## src/rtl/iter_divider.sv

```systemverilog
// rtl/iter_divider.sv - multi-cycle radix-2 restoring divider, {remainder, quotient} result
module iter_divider #(
    parameter int WIDTH = 32,
    parameter int CNT_W = 6
) (
    input  logic                 clk,
    input  logic                 rst,
    input  logic                 flush,
    input  logic                 annul_i,
    input  logic                 stall_i,
    input  logic                 start_i,
    input  logic                 signed_div_i,
    input  logic [WIDTH-1:0]     opdata1_i,
    input  logic [WIDTH-1:0]     opdata2_i,
    output logic                 ready_o,
    output logic [2*WIDTH-1:0]   result_o
);

    typedef enum logic [1:0] {
        S_IDLE = 2'd0,
        S_CALC = 2'd1,
        S_DONE = 2'd2
    } state_t;

    state_t             r_state;
    state_t             w_state_nxt;

    logic [CNT_W-1:0]   r_cnt;
    logic [WIDTH-1:0]   r_rem;
    logic [WIDTH-1:0]   r_quo;
    logic [WIDTH-1:0]   r_dvsr;
    logic               r_neg_q;
    logic               r_neg_r;
    logic [2*WIDTH-1:0] r_result;

    logic               w_abort;
    logic               w_last;
    logic               w_div_zero;
    logic               w_start_calc;
    logic               w_start_zero;
    logic               w_a_neg;
    logic               w_b_neg;
    logic [WIDTH-1:0]   w_a_mag;
    logic [WIDTH-1:0]   w_b_mag;
    logic [WIDTH:0]     w_trial;
    logic [WIDTH:0]     w_diff;
    logic               w_borrow;
    logic [WIDTH-1:0]   w_rem_nxt;
    logic [WIDTH-1:0]   w_quo_nxt;
    logic [WIDTH-1:0]   w_rem_fix;
    logic [WIDTH-1:0]   w_quo_fix;

    assign w_abort      = flush | annul_i;
    assign w_last       = (r_cnt == CNT_W'(WIDTH - 1));
    assign w_div_zero   = (opdata2_i == '0);
    assign w_start_calc = (r_state == S_IDLE) && !w_abort && start_i && !w_div_zero;
    assign w_start_zero = (r_state == S_IDLE) && !w_abort && start_i &&  w_div_zero;

    // Signed operands are reduced to magnitudes; the most negative value maps to itself as unsigned
    assign w_a_neg = signed_div_i & opdata1_i[WIDTH-1];
    assign w_b_neg = signed_div_i & opdata2_i[WIDTH-1];
    assign w_a_mag = w_a_neg ? -opdata1_i : opdata1_i;
    assign w_b_mag = w_b_neg ? -opdata2_i : opdata2_i;

    // One restoring step: shift {rem, quo} left, trial-subtract divisor from the upper half
    always_comb begin
        w_trial   = {r_rem, r_quo[WIDTH-1]};
        w_diff    = w_trial - {1'b0, r_dvsr};
        w_borrow  = w_diff[WIDTH];
        w_rem_nxt = w_borrow ? w_trial[WIDTH-1:0] : w_diff[WIDTH-1:0];
        w_quo_nxt = {r_quo[WIDTH-2:0], ~w_borrow};
        w_quo_fix = r_neg_q ? -w_quo_nxt : w_quo_nxt;
        w_rem_fix = r_neg_r ? -w_rem_nxt : w_rem_nxt;
    end

    // State register
    always_ff @(posedge clk or negedge rst) begin
        if (!rst) begin
            r_state <= S_IDLE;
        end else begin
            r_state <= w_state_nxt;
        end
    end

    // Next-state logic; an abort overrides every other transition
    always_comb begin
        w_state_nxt = r_state;
        if (w_abort) begin
            w_state_nxt = S_IDLE;
        end else begin
            case (r_state)
                S_IDLE: begin
                    if (start_i) begin
                        w_state_nxt = w_div_zero ? S_DONE : S_CALC;
                    end
                end
                S_CALC: begin
                    if (w_last) begin
                        w_state_nxt = S_DONE;
                    end
                end
                S_DONE: begin
                    if (!stall_i) begin
                        w_state_nxt = S_IDLE;
                    end
                end
                default: w_state_nxt = S_IDLE;
            endcase
        end
    end

    // Ready is combinational so a start seen in IDLE stalls EX in the same cycle
    assign ready_o = ((r_state == S_IDLE) && !start_i) || (r_state == S_DONE);

    // Iteration datapath: latch magnitudes and signs on start, then one step per CALC cycle
    always_ff @(posedge clk or negedge rst) begin
        if (!rst) begin
            r_cnt   <= '0;
            r_rem   <= '0;
            r_quo   <= '0;
            r_dvsr  <= '0;
            r_neg_q <= 1'b0;
            r_neg_r <= 1'b0;
        end else if (w_start_calc) begin
            r_cnt   <= '0;
            r_rem   <= '0;
            r_quo   <= w_a_mag;
            r_dvsr  <= w_b_mag;
            r_neg_q <= w_a_neg ^ w_b_neg;
            r_neg_r <= w_a_neg;
        end else if ((r_state == S_CALC) && !w_abort) begin
            r_cnt   <= r_cnt + CNT_W'(1);
            r_rem   <= w_rem_nxt;
            r_quo   <= w_quo_nxt;
        end
    end

    // Result register updates only when DONE is entered; aborts leave the old value
    always_ff @(posedge clk or negedge rst) begin
        if (!rst) begin
            r_result <= '0;
        end else if (w_start_zero) begin
            r_result <= {opdata1_i, {WIDTH{1'b1}}};
        end else if ((r_state == S_CALC) && !w_abort && w_last) begin
            r_result <= {w_rem_fix, w_quo_fix};
        end
    end

    assign result_o = r_result;

endmodule

```

## config.mk

```make
export PLATFORM = sky130hd
export DESIGN_NAME = iter_divider
export DESIGN_NICKNAME = d
export VERILOG_FILES = /design/src/rtl/iter_divider.sv
export SDC_FILE = /design/constraint.sdc
export NUM_CORES = 1
export LEC_CHECK = 0
export BUFFER_PORTS_ARGS = -buffer_cell sky130_fd_sc_hd__buf_2
export CELL_PAD_IN_SITES_DETAIL_PLACEMENT = 0
export CELL_PAD_IN_SITES_GLOBAL_PLACEMENT = 1
export CORE_MARGIN = 2
export CORE_UTILIZATION = 45
export CTS_CLUSTER_DIAMETER = 200
export DETAILED_ROUTE_END_ITERATION = 10
export GPL_ROUTABILITY_DRIVEN = 1
export HOLD_SLACK_MARGIN = 0.15
export PLACE_DENSITY = 0.83
export SETUP_SLACK_MARGIN = 0.2
export SYNTH_ARGS = -nofsm -noshare
export SYNTH_HDL_FRONTEND = slang
export SYNTH_SLANG_ARGS = --single-unit
```

## constraint.sdc

```tcl
create_clock -name clk -period 5.2 [get_ports clk]
set_clock_uncertainty 0.2 [all_clocks]
set_input_delay 0.78 -clock clk [delete_from_list [all_inputs] [get_ports clk]]
set_output_delay 0.78 -clock clk [all_outputs]
set_load 0.03 [all_outputs]
```

Word-level counts from Yosys, hierarchy flattened

Index checks and enable logic that the tools add are counted.

Reductions and logical operators: 16
Order comparisons: 0
Shift-type cells: 0
Mux-type cells: 19
Add/sub/neg operators: 6
Multiply operators: 0
Bitwise gates (word level): 5
Equal/unequal tests: 6
Div/mod/pow operators: 0

Operator list:

| cell                                                                  | count |
|---|---|
| 32-bit 2-to-1 mux                                                     | 9 |
| 64-bit 2-to-1 mux                                                     | 2 |
| 32-bit negation                                                       | 4 |
| 33-bit by 32-bit subtractor with 33-bit output                        | 1 |
| 32-bit zero test                                                      | 1 |
| 6-bit 2-to-1 mux                                                      | 2 |
| 2-bit 2-to-1 mux                                                      | 5 |
| 3-bit inequality test, second input constant                          | 3 |
| 1-bit logical AND                                                     | 7 |
| 6-bit by 1-bit adder with 6-bit output, second input constant         | 1 |
| 6-bit by 5-bit equality test with 1-bit output, second input constant | 1 |
| 2-bit case mux with 3 select lines                                    | 1 |
| 2-bit nonzero test                                                    | 2 |
| 1-bit zero test                                                       | 3 |
| 3-bit AND reduction                                                   | 1 |
| 1-bit AND                                                             | 2 |
| 2-bit by 1-bit equality test with 1-bit output, second input constant | 1 |
| 2-bit equality test, second input constant                            | 1 |
| 2-bit zero test                                                       | 1 |
| 1-bit logical OR                                                      | 1 |
| 1-bit inverter                                                        | 1 |
| 1-bit OR                                                              | 1 |
| 1-bit bitwise XOR                                                     | 1 |

Memories: 0
Input port bits: 71
ROM bits: 0
RAM bits: 0
Register bits: 170
Output and inout bits: 65
Bits in latches: 0

Longest topological paths before layout

Gate-level depths: netlist of the first run.

Depth in word-level cells: 6
Mapped depth: 21
Depth with buffers taken out: 18

Worst setup path before layout of the first run

Ideal clock, no wire load.

Kind: register to register
From: reg r_rem[23]
To: reg r_result[28] (netlist: result_o[28])
Cell stages (with the launch flop): 20
Slack: 612 ps
Data arrival time: 4251 ps
Cell sequence: dfrtp_1 -> ha_1 -> clkbuf_1 -> and4_1 -> and3_1 -> a32o_1 -> or3_1 -> o221a_4 -> inv_8 -> buf_6 -> buf_2 -> buf_2 -> ha_1 -> nor2b_1 -> nand4_1 -> or2_2 -> or3_1 -> o31ai_1 -> xor2_1 -> a21oi_1

Word-level cells in the longest chain between the ends: 6

Ends and longest elaborated chain:

| item                                           | RTL line | source |
|---|---|---|
| start, declared                                | 29       | `logic [WIDTH-1:0] r_rem;` |
| start signal, assigned                         | 133      | `r_rem <= w_rem_nxt;` |
| 33-bit by 32-bit subtractor with 33-bit output | 68       | `w_diff = w_trial - {1'b0, r_dvsr};` |
| 1-bit inverter                                 | 71       | `w_quo_nxt = {r_quo[WIDTH-2:0], ~w_borrow};` |
| 32-bit negation                                | 72       | `w_quo_fix = r_neg_q ? -w_quo_nxt : w_quo_nxt;` |
| 32-bit 2-to-1 mux                              | 72       |  |
| 64-bit 2-to-1 mux                              | 144      | `end else if ((r_state == S_CALC) && !w_abort && w_last) begin` |
| 64-bit 2-to-1 mux                              | 142      | `end else if (w_start_zero) begin` |
| end signal, assigned                           | 143      | `r_result <= {opdata1_i, {WIDTH{1'b1}}};` |
| end signal, assigned                           | 145      | `r_result <= {w_rem_fix, w_quo_fix};` |
| end, declared                                  | 34       | `logic [2*WIDTH-1:0] r_result;` |

Every way passes these cells. The select of a mux whose other input is x is not followed.
A chain may end at the register's enable or synchronous reset.

Worst setup path after layout of the first run

From: reg r_quo[31]
To: reg r_result[26] (netlist: result_o[26])

Word-level cells in the longest chain between the ends: 6

Ends and longest elaborated chain:

| item                                           | RTL line | source |
|---|---|---|
| start, declared                                | 30       | `logic [WIDTH-1:0] r_quo;` |
| start signal, assigned                         | 127      | `r_quo <= w_a_mag;` |
| start signal, assigned                         | 134      | `r_quo <= w_quo_nxt;` |
| 33-bit by 32-bit subtractor with 33-bit output | 68       |  |
| 1-bit inverter                                 | 71       |  |
| 32-bit negation                                | 72       |  |
| 32-bit 2-to-1 mux                              | 72       |  |
| 64-bit 2-to-1 mux                              | 144      |  |
| 64-bit 2-to-1 mux                              | 142      |  |

Every way passes these cells. The select of a mux whose other input is x is not followed.

==> results of run 1 <==
-- timing repair --
item / 4_1_cts / 5_1_grt
resized for setup: 0 / 4
hold endpoints to repair: 0 / 0
endpoints found under the setup margin: 0 / 4
buffers inserted: 0 / 0
-- layer usage --
metal	vias to the layer above	track usage (%)
li1	5331	-
met1	4939	33.0
met2	236	37.3
met3	34	2.68
met4	0	5.41
met5	-	0
-- kinds of logic (layout without fill, tap and decap cells) --
| kind of cell | Yosys count | count (layout) | share of synthesized area (%) |
|---|---|---|---|
| adders and majority gates | 38 | 38 | 3.99 |
| and+or+nand+nor | 422 | 422 | 17.9 |
| buffers and inverters | 137 | 235 | 4.95 |
| DFF | 170 | 170 | 35.2 |
| muxes | 30 | 30 | 2.51 |
| xor gates and xnor gates | 140 | 140 | 10.1 |
| AOI/OAI and AO/OA | 473 | 473 | 25.3 |
-- report_power, final --
group	switching (mW)	internal (mW)
clock	0.621	0.644
sequential	0.141	1.44
combinational	0.624	0.417
-- worst max-delay path, cell delays in order (launching register included) --
cell      delay, ns
dfrtp_1        0.42
inv_1          0.07
ha_1           0.16
inv_1          0.05
fa_1           0.45
a211oi_4       0.29
o211ai_1       0.15
a22oi_2        0.29
a211oi_1       0.13
o221a_4        0.27
clkinv_8       0.15
ha_1           0.21
nor2b_1        0.21
nand4_1        0.18
or2_2          0.38
or3_1          0.39
o31ai_1        0.26
xor2_1         0.18
a21oi_1        0.08
-- registers in the layout, summed over array words and instances (netlist names) --
signal and cells:
r_cnt 6, r_dvsr 32, r_neg_q 1, r_neg_r 1, r_quo 32, r_rem 32, r_state 2, result_o 64
-- final timing paths --
path / startpoint / endpoint / depth (start not counted)
min in group clk: r_dvsr[0]$_DFFE_PN0P_ / r_dvsr[0]$_DFFE_PN0P_ / 2
setup reg to reg: r_quo[31]$_DFFE_PN0P_ / result_o[26]$_DFFE_PN0P_ / 18
hold / removal: rst / result_o[6]$_DFFE_PN0P_ / 1
max in group asynchronous: rst / r_dvsr[23]$_DFFE_PN0P_ / 2
hold reg to reg: r_dvsr[0]$_DFFE_PN0P_ / r_dvsr[0]$_DFFE_PN0P_ / 2
setup / recovery: r_quo[31]$_DFFE_PN0P_ / result_o[26]$_DFFE_PN0P_ / 18
-- final cells by class --
cell class                      count  area [um^2]  share of cell area (%)
Sequential cell                   170         4250                    31.4
Inverter                           55          219                    1.61
Multi-Input combinational cell   1103         7290                    53.7
Clock buffer                       18          429                    3.16
Tap cell                          341          427                    3.15
Clock inverter                     14          153                    1.13
Timing Repair Buffer              148          792                    5.84
-- Yosys cell counts, types with 5 or more instances --
| master | count | area share [%] |
|---|---|---|
| o211ai_1 | 6 | 0.37 |
| xnor2_1 | 70 | 5.1 |
| nand2_1 | 122 | 3.8 |
| o21ai_1 | 11 | 0.45 |
| nand4_1 | 11 | 0.57 |
| a211oi_1 | 7 | 0.43 |
| o21a_1 | 8 | 0.50 |
| a31oi_1 | 15 | 0.78 |
| xor2_1 | 70 | 5.1 |
| o31ai_1 | 17 | 1.1 |
| o21bai_1 | 6 | 0.37 |
| a221o_1 | 21 | 1.7 |
| dfrtp_1 | 170 | 35 |
| nor4_1 | 14 | 0.72 |
| buf_4 | 5 | 0.31 |
| buf_2 | 22 | 0.91 |
| o221ai_1 | 7 | 0.51 |
| nor2b_1 | 7 | 0.36 |
| and2_1 | 16 | 0.83 |
| nor3_1 | 35 | 1.4 |
| or4_1 | 13 | 0.81 |
| mux2i_1 | 27 | 2.2 |
| clkbuf_1 | 47 | 1.5 |
| o21ai_0 | 182 | 7.5 |
| nand3_1 | 47 | 1.9 |
| ha_1 | 37 | 3.8 |
| o41ai_1 | 9 | 0.65 |
| or3_1 | 22 | 1.1 |
| inv_1 | 54 | 1.7 |
| nand2b_1 | 9 | 0.47 |
| a21oi_1 | 92 | 3.8 |
| nor2_1 | 91 | 2.8 |
| and3_1 | 5 | 0.26 |
| a22oi_1 | 40 | 2.5 |
| and4_1 | 6 | 0.43 |
| a21o_1 | 11 | 0.68 |
-- layout by cell type, fill, tap and decap left out, types with 7 or more instances in the layout --
cell       synthesis  routed
o21ai_0          182     182
dfrtp_1          170     170
buf_2             22     134
nand2_1          122     120
a21oi_1           92      92
nor2_1            91      91
xor2_1            70      70
xnor2_1           70      70
inv_1             54      54
nand3_1           47      46
a22oi_1           40      40
ha_1              37      37
nor3_1            35      34
mux2i_1           27      27
or3_1             22      22
a221o_1           21      21
clkbuf_16          0      17
o31ai_1           17      16
and2_1            16      15
a31oi_1           15      15
nor4_1            14      14
or4_1             13      13
buf_4              5      12
nand4_1           11      11
a21o_1            11      11
o21ai_1           11      11
nand2b_1           9       9
o41ai_1            9       9
o21a_1             8       8
o221ai_1           7       7
==> summary.md, run 1 <==
| Metric | Value |
|---|---|
| Initial DRC count | `~660` |
| WP data required | `5.32 ns` |
| CP Capture Type | `register` |
| Core Rows | `60` |
| Reg clk slew, reported paths | `0.08 ns` |
| RSZ-0062 raised after global routing | `no` |
| Final Cell Area | `13600 um^2` |
| Root buf cell | `clkbuf_16` |
| First-pass GRT wire length | `52400 um` |
| Ys async rst share | `100%` |
| Die area | `28200 um^2` |
| Critical Setup Path Class | `register to register` |
| Largest net degree at the start of global routing | `95` |
| Final Max Tran Viols | `0` |
| Final hold vios | `0` |
| Total CTS buffers | `17` |
| Vias | `10500` |
| Syn Inst Count | `1410` |
| M1 wire length | `15700 um` |
| Syn. warnings | `0` |
| Arrival time worst endpoint | `around 4.8 ns` |
| Top layer in use | `met4` |
| Worst slew pin tran | `1.08 ns` |
| CTS tree | `yes` |
| Met2 WL | `14600 um` |
| Area after DPL | `roughly 13000 um^2` |
| Fmax | `214 MHz` |
| Layout fillers | `2541` |
| Total gr overflow | `0` |
| Core area | `approximately 27000 um^2` |
| Post-layout utilization of the core | `50.9%` |
| Layout cells sized above 1 | `14.9%` |
| DR pass1 iterations | `5` |
| Status | `finished clean` |
| Placed wire-length estimate | `24600 um` |
| Leak Pwr | `6.02 nW` |
| Hold WS | `0.219 ns` |
| Power Total | `3.89 mW` |
| EDFF count, synth | `0` |
| Die height | `168 um` |
| Cell Pwr Density | `between 200 and 300 nW/um^2` |
| Pre-CTS setup slack | `0.429 ns` |
| Synthesis-stage register bit count | `170` |
| Max_cap viols | `0` |
| IO buf count | `135` |
| Antenna-violating nets left | `0` |
| H-Tree Depth | `4` |
| Mapped Area | `~12000 um^2` |
| Total wire length | `about 32000 um` |
| Mean post-synth cell area | `8.58 um^2` |
| Peak VDD IR | `212 uV` |
| Setup_tns | `0 ns` |
| # clock sinks | `170` |
| Main synth FF type | `dfrtp_1` |
| DRC violations left | `0` |
| Initial core utilization | `45.4%` |
| Met3 routed WL | `1270 um` |
| Part of the cycle the worst path needs | `about nine tenths` |
| Wire length per cell | `17.3 um` |
| Clock latency at the later pin of the worst-skew pair | `0.44 ns` |
| Cell variety after synth | `86` |
| Cts hold-fix bufs | `0` |
| Relative slew slack | `27.7%` |
| Placer Congestion | `0.909` |
| Synthesized Nets | `1519` |
| Area grow syn2layout | `12.1%` |
| Crit path time final | `around 4.7 ns` |
| CP startpoint kind | `register` |
| Worst R2R Setup Slack | `around 0.53 ns` |
| Post-route setup slack | `0.526 ns` |
| Min-delay worst type | `input port to async pin` |
| NumNets Final | `1604` |
| Vias per cell | `5.70` |
| Overall Global Routing Usage | `a little under a quarter` |
| Die X | `168 um` |
| DP Cell Count | `between 1500 and 2000` |
| Initial antenna violation count | `0` |
| Sequential share of the synthesized area | `35.2%` |
| Diodes inserted | `0` |
| Final setup fails | `0` |
| Clk buf depth | `2` |
| Worst-path fanout max | `34` |
| Final cell count without fillers | `around 1800` |
| Vias in the first global route | `just under 10000` |
| Ports | `136` |
No activity file was read; power rests on OpenSTA's default activity.
==> run 2: changes to the inputs <==
--- a/config.mk
+++ b/config.mk
@@ -5,11 +5,12 @@
 export SDC_FILE = /design/constraint.sdc
 export NUM_CORES = 1
 export LEC_CHECK = 0
+export ABC_AREA = 1
 export BUFFER_PORTS_ARGS = -buffer_cell sky130_fd_sc_hd__buf_2
 export CELL_PAD_IN_SITES_DETAIL_PLACEMENT = 0
 export CELL_PAD_IN_SITES_GLOBAL_PLACEMENT = 1
 export CORE_MARGIN = 2
-export CORE_UTILIZATION = 45
+export CORE_UTILIZATION = 43
 export CTS_CLUSTER_DIAMETER = 200
 export DETAILED_ROUTE_END_ITERATION = 10
 export GPL_ROUTABILITY_DRIVEN = 1
==> run 2 against run 1 <==
  * Clock power rose by 9%
  * Largest power group is now combinational cells
  * Non-clock buffer count rose by 2
  * Combinational power rose to 4.6 times the previous value
  * Sequential cell count stayed put
  * Fmax up 5.5%
  * Synthesized area rose by 6.6%
  * Sequential power is 8% higher
==> summary.md, run 2 <==
| Metric | Value |
|---|---|
| WP buf/inv | `4` |
| Antenna-violating nets left | `0` |
| Synthesis-stage register bit count | `170` |
| Vias per cell | `5.27` |
| Max_cap viols | `0` |
| Fmax | `226 MHz` |
| Reg area | `4250 um^2` |
| Pre-CTS setup slack | `0.780 ns` |
| Slowest cell delay on critical path | `0.40 ns` |
| Arrival time worst endpoint | `~4.6 ns` |
| Initial antenna violation count | `0` |
| Mean post-synth cell area | `6.69 um^2` |
| Post-CTS sizing | `0` |
| RSZ-0062 raised after global routing | `no` |
| Diodes inserted | `0` |
| Synth area leader | `dfrtp_1` |
| Crit path time final | `about 4.4 ns` |
| Worst-path fanout max | `9` |
| Relative slew slack | `42.9%` |
| Die height | `approximately 180 um` |
| Critical Setup Path Class | `register to register` |
| Core area | `slightly below 30000 um^2` |
| Multi-input gate area | `7330 um^2` |
| WP data required | `5.34 ns` |
| Top-count cell post-synth | `nand2_1` |
| Initial DRC count | `1147` |
| H-Tree Depth | `4` |
| Status | `finished clean` |
| Cts hold-fix bufs | `0` |
| Synth area leaders | `dfrtp_1 33%, nand2_1 16%, inv_1 8.0%` |
| Largest net degree at the start of global routing | `89` |
| R2R Path Start | `r_quo[31]$_DFFE_PN0P_` |
| Final Cell Area | `14600 um^2` |
| Leak Pwr | `7.82 nW` |
| Postcts setup bufs | `0` |
| Post-layout utilization of the core | `49.3%` |
| Synthesized Nets | `2036` |
| Final setup fails | `0` |
| Total CTS buffers | `17` |
| Placed wire-length estimate | `31800 um` |
| Peak VDD IR | `335 uV` |
| # clock sinks | `170` |
| Die area | `31400 um^2` |
| Wire length per cell | `16.8 um` |
| Sequential share of the synthesized area | `33.0%` |
| DR pass1 iterations | `5` |
| Root buf cell | `clkbuf_16` |
| Setup_tns | `0 ns` |
| Cells on worst reg2reg path | `28` |
| Number of flip-flops in the largest register | `64` |
| Clock latency at the later pin of the worst-skew pair | `around 0.46 ns` |
| EDFF count, synth | `0` |
| Area grow syn2layout | `13.0%` |
| Slowest cell on crit path | `fa_1` |
| Min-delay worst type | `input port to async pin` |
| Post-synth top area share | `around 33%` |
| CP delay by family, top | `simple AND/OR/NAND/NOR gates` |
| Overall Global Routing Usage | `between 20% and 30%` |
| Clk buf depth | `2` |
| Syn. warnings | `0` |
| First-pass GRT wire length | `64900 um` |
| Core Rows | `63` |
| Power Total | `7.85 mW` |
| Area after DPL | `13900 um^2` |
| Placer Congestion | `0.983` |
| Syn Inst Count | `approximately 1900` |
| CP most frequent cell | `nand2_1` |
| Cell Pwr Density | `539 nW/um^2` |
| CP Capture Type | `register` |
| CP startpoint kind | `register` |
| Post-route setup slack | `between 0.7 and 0.8 ns` |
| Vias in the first global route | `12000` |
| Initial core utilization | `a little over two fifths` |
| Reg clk slew, reported paths | `around 0.07 ns` |
| Ports | `136` |
| Final cell count without fillers | `2441` |
| Layout fillers | `3051` |
| Mapped Area | `12900 um^2` |
| DRC violations left | `0` |
| Total wire length | `slightly above 40000 um` |
| Main synth FF type | `dfrtp_1` |
| Final Max Tran Viols | `0` |
| CTS tree | `yes` |
| NumNets Final | `between 2000 and 2500` |
| Most frequent cells in the layout | `544 x nand2_1, 275 x inv_1, 203 x nor2_1` |
| Total gr overflow | `0` |
| IO buf count | `135` |
| Critical R2R Capture | `result_o[28]$_DFFE_PN0P_` |
| Worst R2R Setup Slack | `0.77 ns` |
| Synth top cells by count | `545 x nand2_1, 275 x inv_1, 204 x nor2_1` |
| Most common cell after layout, fill and taps aside | `nand2_1` |
| Die X | `177 um` |
| Hold WS | `0.163 ns` |
| Vias | `between 10000 and 15000` |
| DP Cell Count | `2409` |
| Ys async rst share | `100%` |
| Worst slew pin tran | `0.857 ns` |
| Layout cells sized above 1 | `12.2%` |
| Final hold vios | `0` |
| Part of the cycle the worst path needs | `85.2%` |
| Cell variety after synth | `49` |
-- run 2: layer usage --
metal	share of wire, %	vias up	track usage [%]
li1	-	6481	-
met1	48	5950	38.7
met2	45	389	42.4
met3	5.4	46	2.96
met4	1.8	0	6.96
met5	0	-	0
-- run 2: where the power goes --
part | switching (mW) | leakage, nW | internal (mW)
clock | 0.592 | 0.299 | 0.788
sequential | 0.176 | 2.26 | 1.53
combinational | 3.32 | 5.26 | 1.45
-- run 2: cells by family (layout without fill, tap and decap cells) --
| kind of cell | after synthesis | in the layout | share of synthesized area, % |
|---|---|---|---|
| simple gates | 1008 | 1008 | 33.5 |
| buf+inv | 342 | 466 | 10.3 |
| compound gates | 291 | 291 | 14.1 |
| flops | 170 | 170 | 33.0 |
| xor+xnor | 78 | 78 | 5.30 |
| fa+ha+maj | 38 | 38 | 3.75 |
-- run 2: how the worst max path moves through the flow --
stage                     startpoint                  endpoint  slack, ns  cells past startpoint
4_1_cts        r_quo[31]$_DFFE_PN0P_  result_o[28]$_DFFE_PN0P_       0.73                     28
3_3_place_gp   r_quo[31]$_DFFE_PN0P_  result_o[28]$_DFFE_PN0P_       0.82                     28
3_5_place_dp   r_quo[31]$_DFFE_PN0P_  result_o[28]$_DFFE_PN0P_       0.78                     28
5_1_grt        r_quo[31]$_DFFE_PN0P_  result_o[28]$_DFFE_PN0P_       0.22                     28
6_report       r_quo[31]$_DFFE_PN0P_  result_o[28]$_DFFE_PN0P_       0.77                     28
2_1_floorplan  r_quo[31]$_DFFE_PN0P_  result_o[28]$_DFFE_PN0P_       1.19                     29
-- run 2: worst register-to-register path: cells and delay by family, from the launching register on --
family                   cells  cell delay [ns]
flip-flops                   1             0.38
XOR/XNOR                     1             0.15
adder cells (fa/ha/maj)      3             0.69
AO/OA/AOI/OAI                2             0.31
AND/OR/NAND/NOR             18             2.33
buffers and inverters        4             0.25
-- run 2: cell type report --
class / count / area share, %
tap: 390 / 3.35
timing repair buffer: 150 / 5.54
sequential: 170 / 29.2
clock inverter: 12 / 1.11
clock buffer: 20 / 3.13
inverter: 284 / 7.32
multi-input combinational: 1415 / 50.3
==> run 3: changes to the inputs <==
--- a/config.mk
+++ b/config.mk
@@ -6,7 +6,7 @@
 export NUM_CORES = 1
 export LEC_CHECK = 0
 export ABC_AREA = 1
-export BUFFER_PORTS_ARGS = -buffer_cell sky130_fd_sc_hd__buf_2
+export BUFFER_PORTS_ARGS = -buffer_cell sky130_fd_sc_hd__buf_4
 export CELL_PAD_IN_SITES_DETAIL_PLACEMENT = 0
 export CELL_PAD_IN_SITES_GLOBAL_PLACEMENT = 1
 export CORE_MARGIN = 2
==> run 3 against run 2 <==
  * Wire length grew 1.9%
  * Via count grew 1.5%
  * Fmax up 1.5%
  * Design area rose by 2.0%
  * Clock-buffer cell count unchanged
  * Register-to-register slack gained 0.07 ns
  * Critical path depth unchanged
  * Worst hold slack improved by 0.019 ns
  * Worst setup slack gained 0.066 ns
  * Largest cell class unchanged
  * Largest power group unchanged
==> summary.md, run 3 (same netlist as run 2, synthesis figures left out) <==
| Metric | Value |
|---|---|
| Clk pwr share | `between 15 and 20%` |
| Area after DPL | `14300 um^2` |
| CTS tree | `yes` |
| Reg clk slew, reported paths | `around 0.07 ns` |
| Diodes inserted | `0` |
| WP data required | `5.34 ns` |
| Global routing usage on met2 | `43.1%` |
| CP startpoint | `r_quo[31]$_DFFE_PN0P_` |
| Power Total | `7.77 mW` |
| Status | `finished clean` |
| Worst-path fanout max | `9` |
| Relative slew slack | `40.5%` |
| Vias in the first global route | `12500` |
| Total CTS buffers | `17` |
| Int Power | `about 3.7 mW` |
| Layout cells sized above 1 | `between 10% and 20%` |
| Clock latency at the later pin of the worst-skew pair | `about 0.46 ns` |
| H-Tree Depth | `4` |
| IO buf count | `about 140` |
| Initial antenna violation count | `1` |
| Flop pwr share | `a little over a fifth` |
| Placer Congestion | `0.922` |
| DR pass1 iterations | `5` |
| Antenna-violating nets left | `0` |
| Final Max Tran Viols | `0` |
| Area grow syn2layout | `15.2%` |
| Slowest cell delay on critical path | `a little under 0.4 ns` |
| Layout fillers | `about 3100` |
| First-pass GRT wire length | `66600 um` |
| M3 GR Usage | `between 4 and 5%` |
| Most frequent cells in the layout | `544 x nand2_1, 275 x inv_1, 202 x nor2_1` |
| Die X | `177 um` |
| Wire length per cell | `17.1 um` |
| Overall Global Routing Usage | `27.3%` |
| Slowest cell on crit path | `fa_1` |
| Core Rows | `63` |
| CP startpoint kind | `register` |
| GRT busiest layer | `met2` |
| Part of the power in combinational logic | `61.6%` |
| Min-delay worst type | `input port to async pin` |
| Part of the cycle the worst path needs | `83.9%` |
| Number of flip-flops in the largest register | `64` |
| Most common cell after layout, fill and taps aside | `nand2_1` |
| Crit path time final | `4.36 ns` |
| Initial DRC count | `1059` |
| Core area | `29600 um^2` |
| Post-layout utilization of the core | `50.3%` |
| DP Cell Count | `2411` |
| Switching part of the total | `52.7%` |
| Cts hold-fix bufs | `0` |
| Die height | `177 um` |
| Switch Pwr | `4.10 mW` |
| DRC violations left | `0` |
| Final hold vios | `0` |
| Arrival time worst endpoint | `4.50 ns` |
| # clock sinks | `170` |
| Peak VDD IR | `329 uV` |
| NumNets Final | `2149` |
| Fmax | `229 MHz` |
| Vias per cell | `5.35` |
| Root buf cell | `clkbuf_16` |
| Setup_tns | `0 ns` |
| Hold WS | `0.182 ns` |
| RSZ-0062 raised after global routing | `no` |
| Worst slew pin tran | `0.893 ns` |
| Total wire length | `41900 um` |
| Post-route setup slack | `roughly 0.84 ns` |
| CP Capture Type | `register` |
| Global Route met1 Usage | `38.7%` |
| Final setup fails | `0` |
| Initial core utilization | `between 40 and 50%` |
| Total gr overflow | `0` |
| CP most frequent cell | `nand2_1` |
| Leak Pwr | `around 8 nW` |
| Largest net degree at the start of global routing | `87` |
| Final Cell Area | `14900 um^2` |
| Ports | `136` |
| Critical Setup Path Class | `register to register` |
| Placed wire-length estimate | `32500 um` |
| Final cell count without fillers | `2443` |
| Pre-CTS setup slack | `0.765 ns` |
| R2R Path Start | `r_quo[31]$_DFFE_PN0P_` |
| Max_cap viols | `0` |
| Clk buf depth | `2` |
| Vias | `13100` |
| Cell Pwr Density | `523 nW/um^2` |
| Die area | `31400 um^2` |
run 3: cell type report:
type | count | area, um^2 | area share, %
multi-input combinational | 1415 | 7340 | 49.4
sequential | 170 | 4250 | 28.6
timing repair buffer | 152 | 1140 | 7.70
inverter | 284 | 1070 | 7.17
tap | 390 | 488 | 3.28
clock buffer | 20 | 447 | 3.01
clock inverter | 12 | 119 | 0.800
run 3: final timing paths:
check                                           endpoint  cells after the start  slack [ns]
worst max-delay path            result_o[28]$_DFFE_PN0P_                     28        0.84
worst min-delay path               r_quo[24]$_DFFE_PN0P_                      1        0.18
worst max register to register  result_o[28]$_DFFE_PN0P_                     28        0.84
worst min register to register    r_dvsr[14]$_DFFE_PN0P_                      2        0.29
max in group asynchronous         r_dvsr[31]$_DFFE_PN0P_                      2        3.41
min in group clk                  r_dvsr[14]$_DFFE_PN0P_                      2        0.29
run 3: routing by layer:
metal  up-vias  part of all wire, %
met4         0                  2.2
li1       6498                    -
met1      6158                   48
met2       355                   45
met5         -                    0
met3        47                  5.1
run 3: power groups by stage:
stage | Clock (mW) | Combinational (mW) | Sequential, mW
detailed placement | 0 | 4.73 | 1.72
CTS | 1.30 | 4.76 | 1.70
finish | 1.28 | 4.79 | 1.70
global route | 1.35 | 5.39 | 1.72
global placement | 0 | 4.70 | 1.71
floorplan | 0 | 3.58 | 1.66
run 3: repair_timing:
item                                    CTS  global route
endpoints found under the setup margin    0             3
resized for setup                         0             3
setup buffers                             0             0
run 3: worst max-delay path: cells and delay by family, from the launching register on:
kind / cells / cell delay [ns]
AO/OA/AOI/OAI: 2 / 0.31
XOR/XNOR: 1 / 0.14
adder cells (fa/ha/maj): 3 / 0.68
buffers and inverters: 4 / 0.24
flip-flops: 1 / 0.37
AND/OR/NAND/NOR: 18 / 2.30
